[src/rtl/instruction_loader_pkg.sv]
// Shared types and helpers for the instruction memory write-side loader.
// Byte lanes are numbered big-endian: lane 0 is the most significant byte.
package instruction_loader_pkg;

    typedef enum logic [1:0] {
        IDLE   = 2'd0,
        ACCEPT = 2'd1,
        WRITE  = 2'd2,
        DONE   = 2'd3
    } state_t;

    localparam int INSTR_BYTES = 4;

    function automatic logic [7:0] byte_of(input logic [31:0] word,
                                           input logic [1:0]  k);
        return word[31 - 8*int'(k) -: 8];
    endfunction

endpackage

[src/rtl/instruction_loader_byte_serializer.sv]
// Holds one captured word and streams it out as four byte writes,
// most significant byte first, to consecutive addresses.
module word_byte_serializer
    import instruction_loader_pkg::*;
#(
    parameter int ADDR_W = 6
) (
    input  logic              clk,
    input  logic              reset_n,
    input  logic              i_load,
    input  logic [31:0]       i_word,
    input  logic [ADDR_W-1:0] i_addr,
    output logic              o_we,
    output logic [ADDR_W-1:0] o_addr,
    output logic [7:0]        o_data,
    output logic              o_last_byte
);

    logic [31:0]       r_word;
    logic [ADDR_W-1:0] r_base;
    logic [1:0]        r_idx;
    logic              r_we;
    logic [ADDR_W-1:0] r_addr;
    logic [7:0]        r_data;
    logic [1:0]        w_nidx;

    assign w_nidx = r_idx + 2'd1;

    // Outputs are registered so byte 0 appears the cycle after capture.
    always_ff @(posedge clk or negedge reset_n) begin
        if (!reset_n) begin
            r_word <= '0;
            r_base <= '0;
            r_idx  <= '0;
            r_we   <= 1'b0;
            r_addr <= '0;
            r_data <= '0;
        end else if (i_load) begin
            r_word <= i_word;
            r_base <= i_addr;
            r_idx  <= 2'd0;
            r_we   <= 1'b1;
            r_addr <= i_addr;
            r_data <= byte_of(i_word, 2'd0);
        end else if (r_we) begin
            if (r_idx == 2'd3) begin
                r_we <= 1'b0;
            end else begin
                r_idx  <= w_nidx;
                r_addr <= r_base + {{(ADDR_W-2){1'b0}}, w_nidx};
                r_data <= byte_of(r_word, w_nidx);
            end
        end
    end

    assign o_we        = r_we;
    assign o_addr      = r_addr;
    assign o_data      = r_data;
    assign o_last_byte = r_we && (r_idx == 2'd3);

endmodule

[src/rtl/instruction_loader.sv]
// Loads 32-bit instruction words from a valid/ready stream into the
// byte-wide instruction memory, big-endian, one byte per cycle.
module instruction_loader
    import instruction_loader_pkg::*;
#(
    parameter int MEM_BYTES = 64,
    parameter int ADDR_W    = 6,
    parameter int BASE_ADDR = 0
) (
    input  logic              clk,
    input  logic              reset_n,
    input  logic              loadStart,
    input  logic              instrValid,
    input  logic [31:0]       instrWord,
    input  logic              instrLast,
    output logic              instrReady,
    output logic              memWriteEnable,
    output logic [ADDR_W-1:0] memWriteAddr,
    output logic [7:0]        memWriteData,
    output logic              loadBusy,
    output logic              loadDone,
    output logic              loadOverflow,
    output logic [ADDR_W-2:0] wordCount
);

    localparam logic [ADDR_W-2:0] CAP =
        (ADDR_W-1)'((MEM_BYTES - BASE_ADDR) / INSTR_BYTES);
    localparam logic [ADDR_W-2:0] CNT_ONE   = (ADDR_W-1)'(1);
    localparam logic [ADDR_W-1:0] ADDR_BASE = ADDR_W'(BASE_ADDR);
    localparam logic [ADDR_W-1:0] ADDR_STEP = ADDR_W'(INSTR_BYTES);

    state_t            r_state;
    state_t            w_next;
    logic              r_ready;
    logic              r_busy;
    logic              r_done;
    logic              r_ovf;
    logic              r_last;
    logic [ADDR_W-1:0] r_addr;
    logic [ADDR_W-2:0] r_count;
    logic              w_cap;
    logic              w_ovf;
    logic              w_start;
    logic              w_word_end;
    logic              w_last_byte;

    always_comb begin
        w_next  = r_state;
        w_cap   = 1'b0;
        w_ovf   = 1'b0;
        w_start = 1'b0;
        unique case (r_state)
            IDLE: begin
                if (loadStart) begin
                    w_start = 1'b1;
                    w_next  = ACCEPT;
                end
            end
            ACCEPT: begin
                if (instrValid && r_ready) begin
                    if (r_count == CAP) begin
                        w_ovf  = 1'b1;
                        w_next = DONE;
                    end else begin
                        w_cap  = 1'b1;
                        w_next = WRITE;
                    end
                end
            end
            WRITE: begin
                if (w_last_byte) begin
                    w_next = r_last ? DONE : ACCEPT;
                end
            end
            DONE: begin
                w_next = IDLE;
            end
            default: begin
                w_next = IDLE;
            end
        endcase
    end

    assign w_word_end = (r_state == WRITE) && w_last_byte;

    // Status outputs are registered from the next state.
    always_ff @(posedge clk or negedge reset_n) begin
        if (!reset_n) begin
            r_state <= IDLE;
            r_ready <= 1'b0;
            r_busy  <= 1'b0;
            r_done  <= 1'b0;
            r_ovf   <= 1'b0;
            r_last  <= 1'b0;
            r_addr  <= '0;
            r_count <= '0;
        end else begin
            r_state <= w_next;
            r_ready <= (w_next == ACCEPT);
            r_busy  <= (w_next != IDLE);
            r_done  <= (w_next == DONE);
            if (w_start) begin
                r_addr  <= ADDR_BASE;
                r_count <= '0;
                r_ovf   <= 1'b0;
            end
            if (w_ovf) begin
                r_ovf <= 1'b1;
            end
            if (w_cap) begin
                r_last <= instrLast;
            end
            if (w_word_end) begin
                r_addr  <= r_addr + ADDR_STEP;
                r_count <= r_count + CNT_ONE;
            end
        end
    end

    word_byte_serializer #(
        .ADDR_W(ADDR_W)
    ) u_ser (
        .clk        (clk),
        .reset_n    (reset_n),
        .i_load     (w_cap),
        .i_word     (instrWord),
        .i_addr     (r_addr),
        .o_we       (memWriteEnable),
        .o_addr     (memWriteAddr),
        .o_data     (memWriteData),
        .o_last_byte(w_last_byte)
    );

    assign instrReady   = r_ready;
    assign loadBusy     = r_busy;
    assign loadDone     = r_done;
    assign loadOverflow = r_ovf;
    assign wordCount    = r_count;

endmodule

[config.mk]
export PLATFORM = sky130hd
export DESIGN_NAME = instruction_loader
export DESIGN_NICKNAME = d
export VERILOG_FILES = /design/src/rtl/instruction_loader_pkg.sv /design/src/rtl/instruction_loader_byte_serializer.sv /design/src/rtl/instruction_loader.sv
export SDC_FILE = /design/constraint.sdc
export NUM_CORES = 1
export LEC_CHECK = 0
export CAP_MARGIN = 40
export CORE_MARGIN = 4
export CORE_UTILIZATION = 45
export DETAILED_ROUTE_END_ITERATION = 10
export PLACE_DENSITY_LB_ADDON = 0.05
export SKIP_CTS_REPAIR_TIMING = 1
export SLEW_MARGIN = 20
export SYNTH_ARGS = -nofsm -noshare
export SYNTH_HDL_FRONTEND = slang
export SYNTH_SLANG_ARGS = --single-unit
[constraint.sdc]
create_clock -name clk -period 2.09 [get_ports clk]
set_input_delay 0.418 -clock clk [delete_from_list [all_inputs] [get_ports clk]]
set_output_delay 0.418 -clock clk [all_outputs]
set_load 0.03 [all_outputs]
### After elaboration in Yosys (flattened, before gate mapping)

Index checks and enable logic that the tools add are counted.

* register bits after elaboration: 73
* bits in latches: 0
* bits in writable memories: 0
* memory bits (read-only): 0
* input port bits: 37
* output and inout bits: 24
* logic and storage cells: 69
* memories: 0

* add/sub/neg operators: 5
* $mul: 0
* div/mod/pow operators: 0
* magnitude comparators: 0
* equal/unequal tests: 8
* shift-type cells: 1
* mux-type cells: 32
* bitwise gates (word level): 0
* reduce and logical (&&, ||, !) cells: 9

Operators by type and width (number)
* 39-bit by 32-bit variable part select with 8-bit output: 1
* 6-bit 2-to-1 mux: 5
* 8-bit 2-to-1 mux: 3
* 1-bit 2-to-1 mux: 14
* 2-bit 2-to-1 mux: 7
* 5-bit 2-to-1 mux: 2
* 2-bit equality test (second input constant): 4
* 2-bit one-hot mux with 4 select lines: 1
* 2-bit nonzero test: 4
* 6-bit by 2-bit adder with 6-bit output: 1
* 6-bit by 3-bit adder with 6-bit output (second input constant): 1
* 5-bit by 5-bit subtractor with 6-bit output (first input constant): 1
* 5-bit by 1-bit adder with 5-bit output (second input constant): 1
* 5-bit equality test (second input constant): 1
* 2-bit by 1-bit equality test with 1-bit output (second input constant): 2
* 1-bit logical AND: 3
* 2-bit by 1-bit adder with 2-bit output (second input constant): 1
* 2-bit logical NOT: 1
* 2-bit by 1-bit != test with 1-bit output (second input constant): 1
* 2-bit AND reduction: 1

### Logic depth before layout (Yosys ltp)

* depth after elaboration: 6
* gate-level depth with buffers: 6
* mapped depth without buffers: 5

### Cells and area by module

From an unflattened synthesis, not the netlist that was laid out.

* cells, all modules: 279
* area total of the unflattened synthesis: 3369.5 um2

By module, submodules not included
* word_byte_serializer: instances 1, cells an instance 210, area each 2611.3 um2, sequential area each 1376.3 um2
* instruction_loader: instances 1, cells an instance 69, area each 758.2 um2, sequential area each 400.4 um2

### Worst setup path after synthesis

OpenSTA, ideal clock, no wires.

* path type: register -> register
* start: register r_count[0], in the netlist wordCount[0]
* end: register r_last
* library setup time: 125 ps
* data arrival time: 1800 ps
* required time: 1965 ps
* slack: 165 ps
* stages on the path, launching flop included: 7
* path buffers: 1
* period minus slack after synthesis: 1925 ps
* cells stage by stage: dfrtp_1 inv_1 ha_1 and4bb_2 nor2_2 buf_2 mux2_2

* cells in the longest elaborated chain, start to end: 4

RTL lines
* start, declared: RTL line instruction_loader.sv:40 `logic [ADDR_W-2:0] r_count;`
* start signal, assigned: RTL line instruction_loader.sv:115 `r_count <= r_count + CNT_ONE;`
* 5-bit equality test: RTL line instruction_loader.sv:61 `if (r_count == CAP) begin`
* 1-bit 2-to-1 mux: RTL line instruction_loader.sv:61
* 1-bit 2-to-1 mux: RTL line instruction_loader.sv:60 `if (instrValid && r_ready) begin`
* 1-bit 2-to-1 mux: RTL line instruction_loader.sv:52 `unique case (r_state)`
* end signal, assigned: RTL line instruction_loader.sv:111 `r_last <= instrLast;`
* end, declared: RTL line instruction_loader.sv:38 `logic r_last;`

No other way between the ends.
A chain may end at the register's enable or synchronous reset.

### Worst setup path in the final report

* start: register r_count[2], in the netlist wordCount[2]
* end: output port wordCount[2]

RTL lines
* end, declared: RTL line instruction_loader.sv:23 `output logic [ADDR_W-2:0] wordCount`

No word-level cell between the ends.

==> flow_summary.ini <==
[cells_and_area]
num_antenna_cells = 0
final_area_mm2 = 0.004079
fin_cells = 418
syn_to_final_growth_pct = 30.14
drive_gt1_frac = 0.2298
fin_nets = 359

[timing]
finalMaxSlewViolations = 0
grt_setup_unrepaired = no
slew_headroom = 0.5426
timing.final.crit_share = 0.9058
fin_tns_setup_ns = 0
hold_slack_ns = 0.09240
finalCriticalPeriod_ns = 1.893
setup_violations = 0
worstMarginPinSlew_ns = 0.6862
max_freq_mhz = 528.2
skew_ns = 0.01114
hold_viol_final = 0

[grt]
grt_remaining_overflow = 0
antenna_found_initial = 0
grt_pass1_wl_mm = 11.11
grt_usage = 0.1699
grt_pass1_vias = 2226
grt_start_max_net_pins = 70

[synth]
synth_top_cell_area_share = 0.5509
synth.most_common_cell = dfrtp_1
ys_ff_latch = 69
synth_cells = 251
yosysUniqueCellTypes = 37
netlist_top_cells_area = dfrtp_1 (55%), mux2_2 (13%), mux4_2 (5.7%), nand2_1 (4.4%), a31oi_1 (2.0%)
ys_seq_area_frac = 0.5509
synth_flop_cell = dfrtp_1
synthTopCellsByCount = dfrtp_1 (69), nand2_1 (37), mux2_2 (35)
async_reset_ff_frac = 1.000
synth_edf_count = 0
avgSynthCellArea_um2 = 12.49
yosysTopAreaCell = dfrtp_1
synth_fp_nets = 293
synth_area_mm2 = 0.003134
yosys_warnings = 0

[placement]
portBuffers = 60
dp_hpwl_mm = 4.455
dp_cells = 402
placed_area_mm2 = 0.003886
place_congestion = 0.7908

[drt]
firstDrtPassIters = 4
wirelength_mm = 6.551
wl_per_cell_um = 15.67
drc = 0
drtAntennaViolNets = 0
drtIter0Drc = 115
routed_via_density = 5.199
routed-via-count = 2173

[worst_setup_path]
worstSetupPathType = reg2out
required_ns = 1.67
crit_family = buffers and inverters
startpoint_type = flip-flop
crit_arrival_ns = 1.48
endpoint_kind = primary output
cpPeakStageDelay_ns = 0.70
path_buf_inv = 1
cp_slowest_cell = clkdlybuf4s50_1
crit_fanout = 7
crit_chain = clkdlybuf4s50_1

[die]
die_h_um = 91.46
io_pins = 61
die_x_um = 91.46
die_area_mm2 = 0.008364
start_util = 0.4613
core_area_mm2 = 0.006794
num_rows = 30

[power_and_ir_drop]
max-vdd-ir-drop_mv = 0.7392
power.static_leakage_nw = 1.746
cellPowerDensity_mw_per_mm2 = 1436

[job]
max_cap_violations = 0

[clock_network]
tritoncts = built
cts_buffers = 9
cts_sinks = 69
clk_latency_ns = 0.33
clockRootBuffer = clkbuf_8
clk_path_buf_depth = 2
cts.clk_slew.worst_paths_ns = 0.08
htreeDepth = 3

[worst_hold_path]
hp-class = in2async

[run_status]
status = complete, no violations
[final timing paths]
path	from	end	slack, ns	cells past startpoint
min in group clk	loadOverflow	loadOverflow	0.48	2
setup reg to reg	wordCount[0]	u_ser.r_word[15]	0.30	6
max in group asynchronous	reset_n	u_ser.r_word[7]	1.69	2
hold / removal	reset_n	loadBusy	0.09	2
hold reg to reg	loadOverflow	loadOverflow	0.48	2
setup / recovery	wordCount[2]	wordCount[2]	0.20	1
[state kept, by name, indices dropped and copies added (netlist names)]
name,count
r_last,1
r_state,2
loadOverflow,1
instrReady,1
u_ser.r_word,32
u_ser.r_idx,2
u_ser.r_base,4
wordCount,5
loadDone,1
u_ser.o_addr,6
loadBusy,1
r_addr,4
u_ser.o_data,8
u_ser.o_we,1
[cell families (layout without fill, tap and decap cells)]
family	Yosys count	after routing	share of synthesized area
other cells	1	1	0.001196
fa+ha+maj	5	5	0.01996
mux	48	48	0.1992
buf+inv	19	90	0.03193
simple gates	74	74	0.1258
compound gates	33	33	0.06547
xor+xnor	2	2	0.005590
flops	69	69	0.5509
[cells in the final DEF, fill, tap and decap left out, drive strengths merged]
cell           synthesis  final
buf                    8     12
or2b                   1      1
o221ai                 1      1
nor2                   3      3
nor2b                  1      1
nor3                  11     11
nand2                 37     37
clkbuf                 8     12
mux2                  35     35
xor2                   2      2
mux2i                  5      5
and3b                  1      1
nand4                  3      3
clkinv                 0      2
nand3                  5      5
or3b                   1      1
a211o                  1      1
and4bb                 1      1
inv                    3      3
nor3b                  1      1
and4b                  2      2
clkdlybuf4s50          0     59
mux4                   8      8
o21a                   1      1
a21oi                  7      7
a221oi                 1      1
nand4b                 2      2
a31oi                 10     10
a22o                   2      2
or3                    1      1
dfrtp                 69     69
o21ai                 10     10
conb                   1      1
ha                     5      5
nand2b                 3      3
clkinvlp               0      1
bufinv                 0      1
nand4bb                1      1
[per-stage QoR]
step                setup WS (ns)    util  total power (W)
floorplan                  0.1655       -         0.003981
global placement           0.1306  0.5720         0.004809
detailed placement         0.1180  0.5720         0.004861
CTS                        0.1597  0.6004         0.005931
global route               0.1022  0.6004         0.006245
finish                     0.1968  0.6004         0.005856
[metal layers]
metal,part of all wire,wire length (um),vias up,track usage
li1,-,-,1037,-
met1,0.45,2954,1079,0.2238
met2,0.50,3243,53,0.2745
met3,0.047,305,4,0.03645
met4,0.0073,48,0,0.06533
met5,0,0,-,0
[report_power, final]
| group | switching [W] | internal, W |
|---|---|---|
| sequential | 0.000344 | 0.00190 |
| clock | 0.000480 | 0.000581 |
| combinational | 0.00123 | 0.00133 |
| total | 0.00205 | 0.00381 |
[final cells by class]
type	instances	area, um^2
clock inverter	4	47.55
timing repair buffer	71	715.7
fill	569	2715
clock buffer	12	145.1
inverter	3	11.26
multi-input combinational	163	1313
sequential	69	1727
tap	96	120.1
No activity file was read; power rests on OpenSTA's default activity.
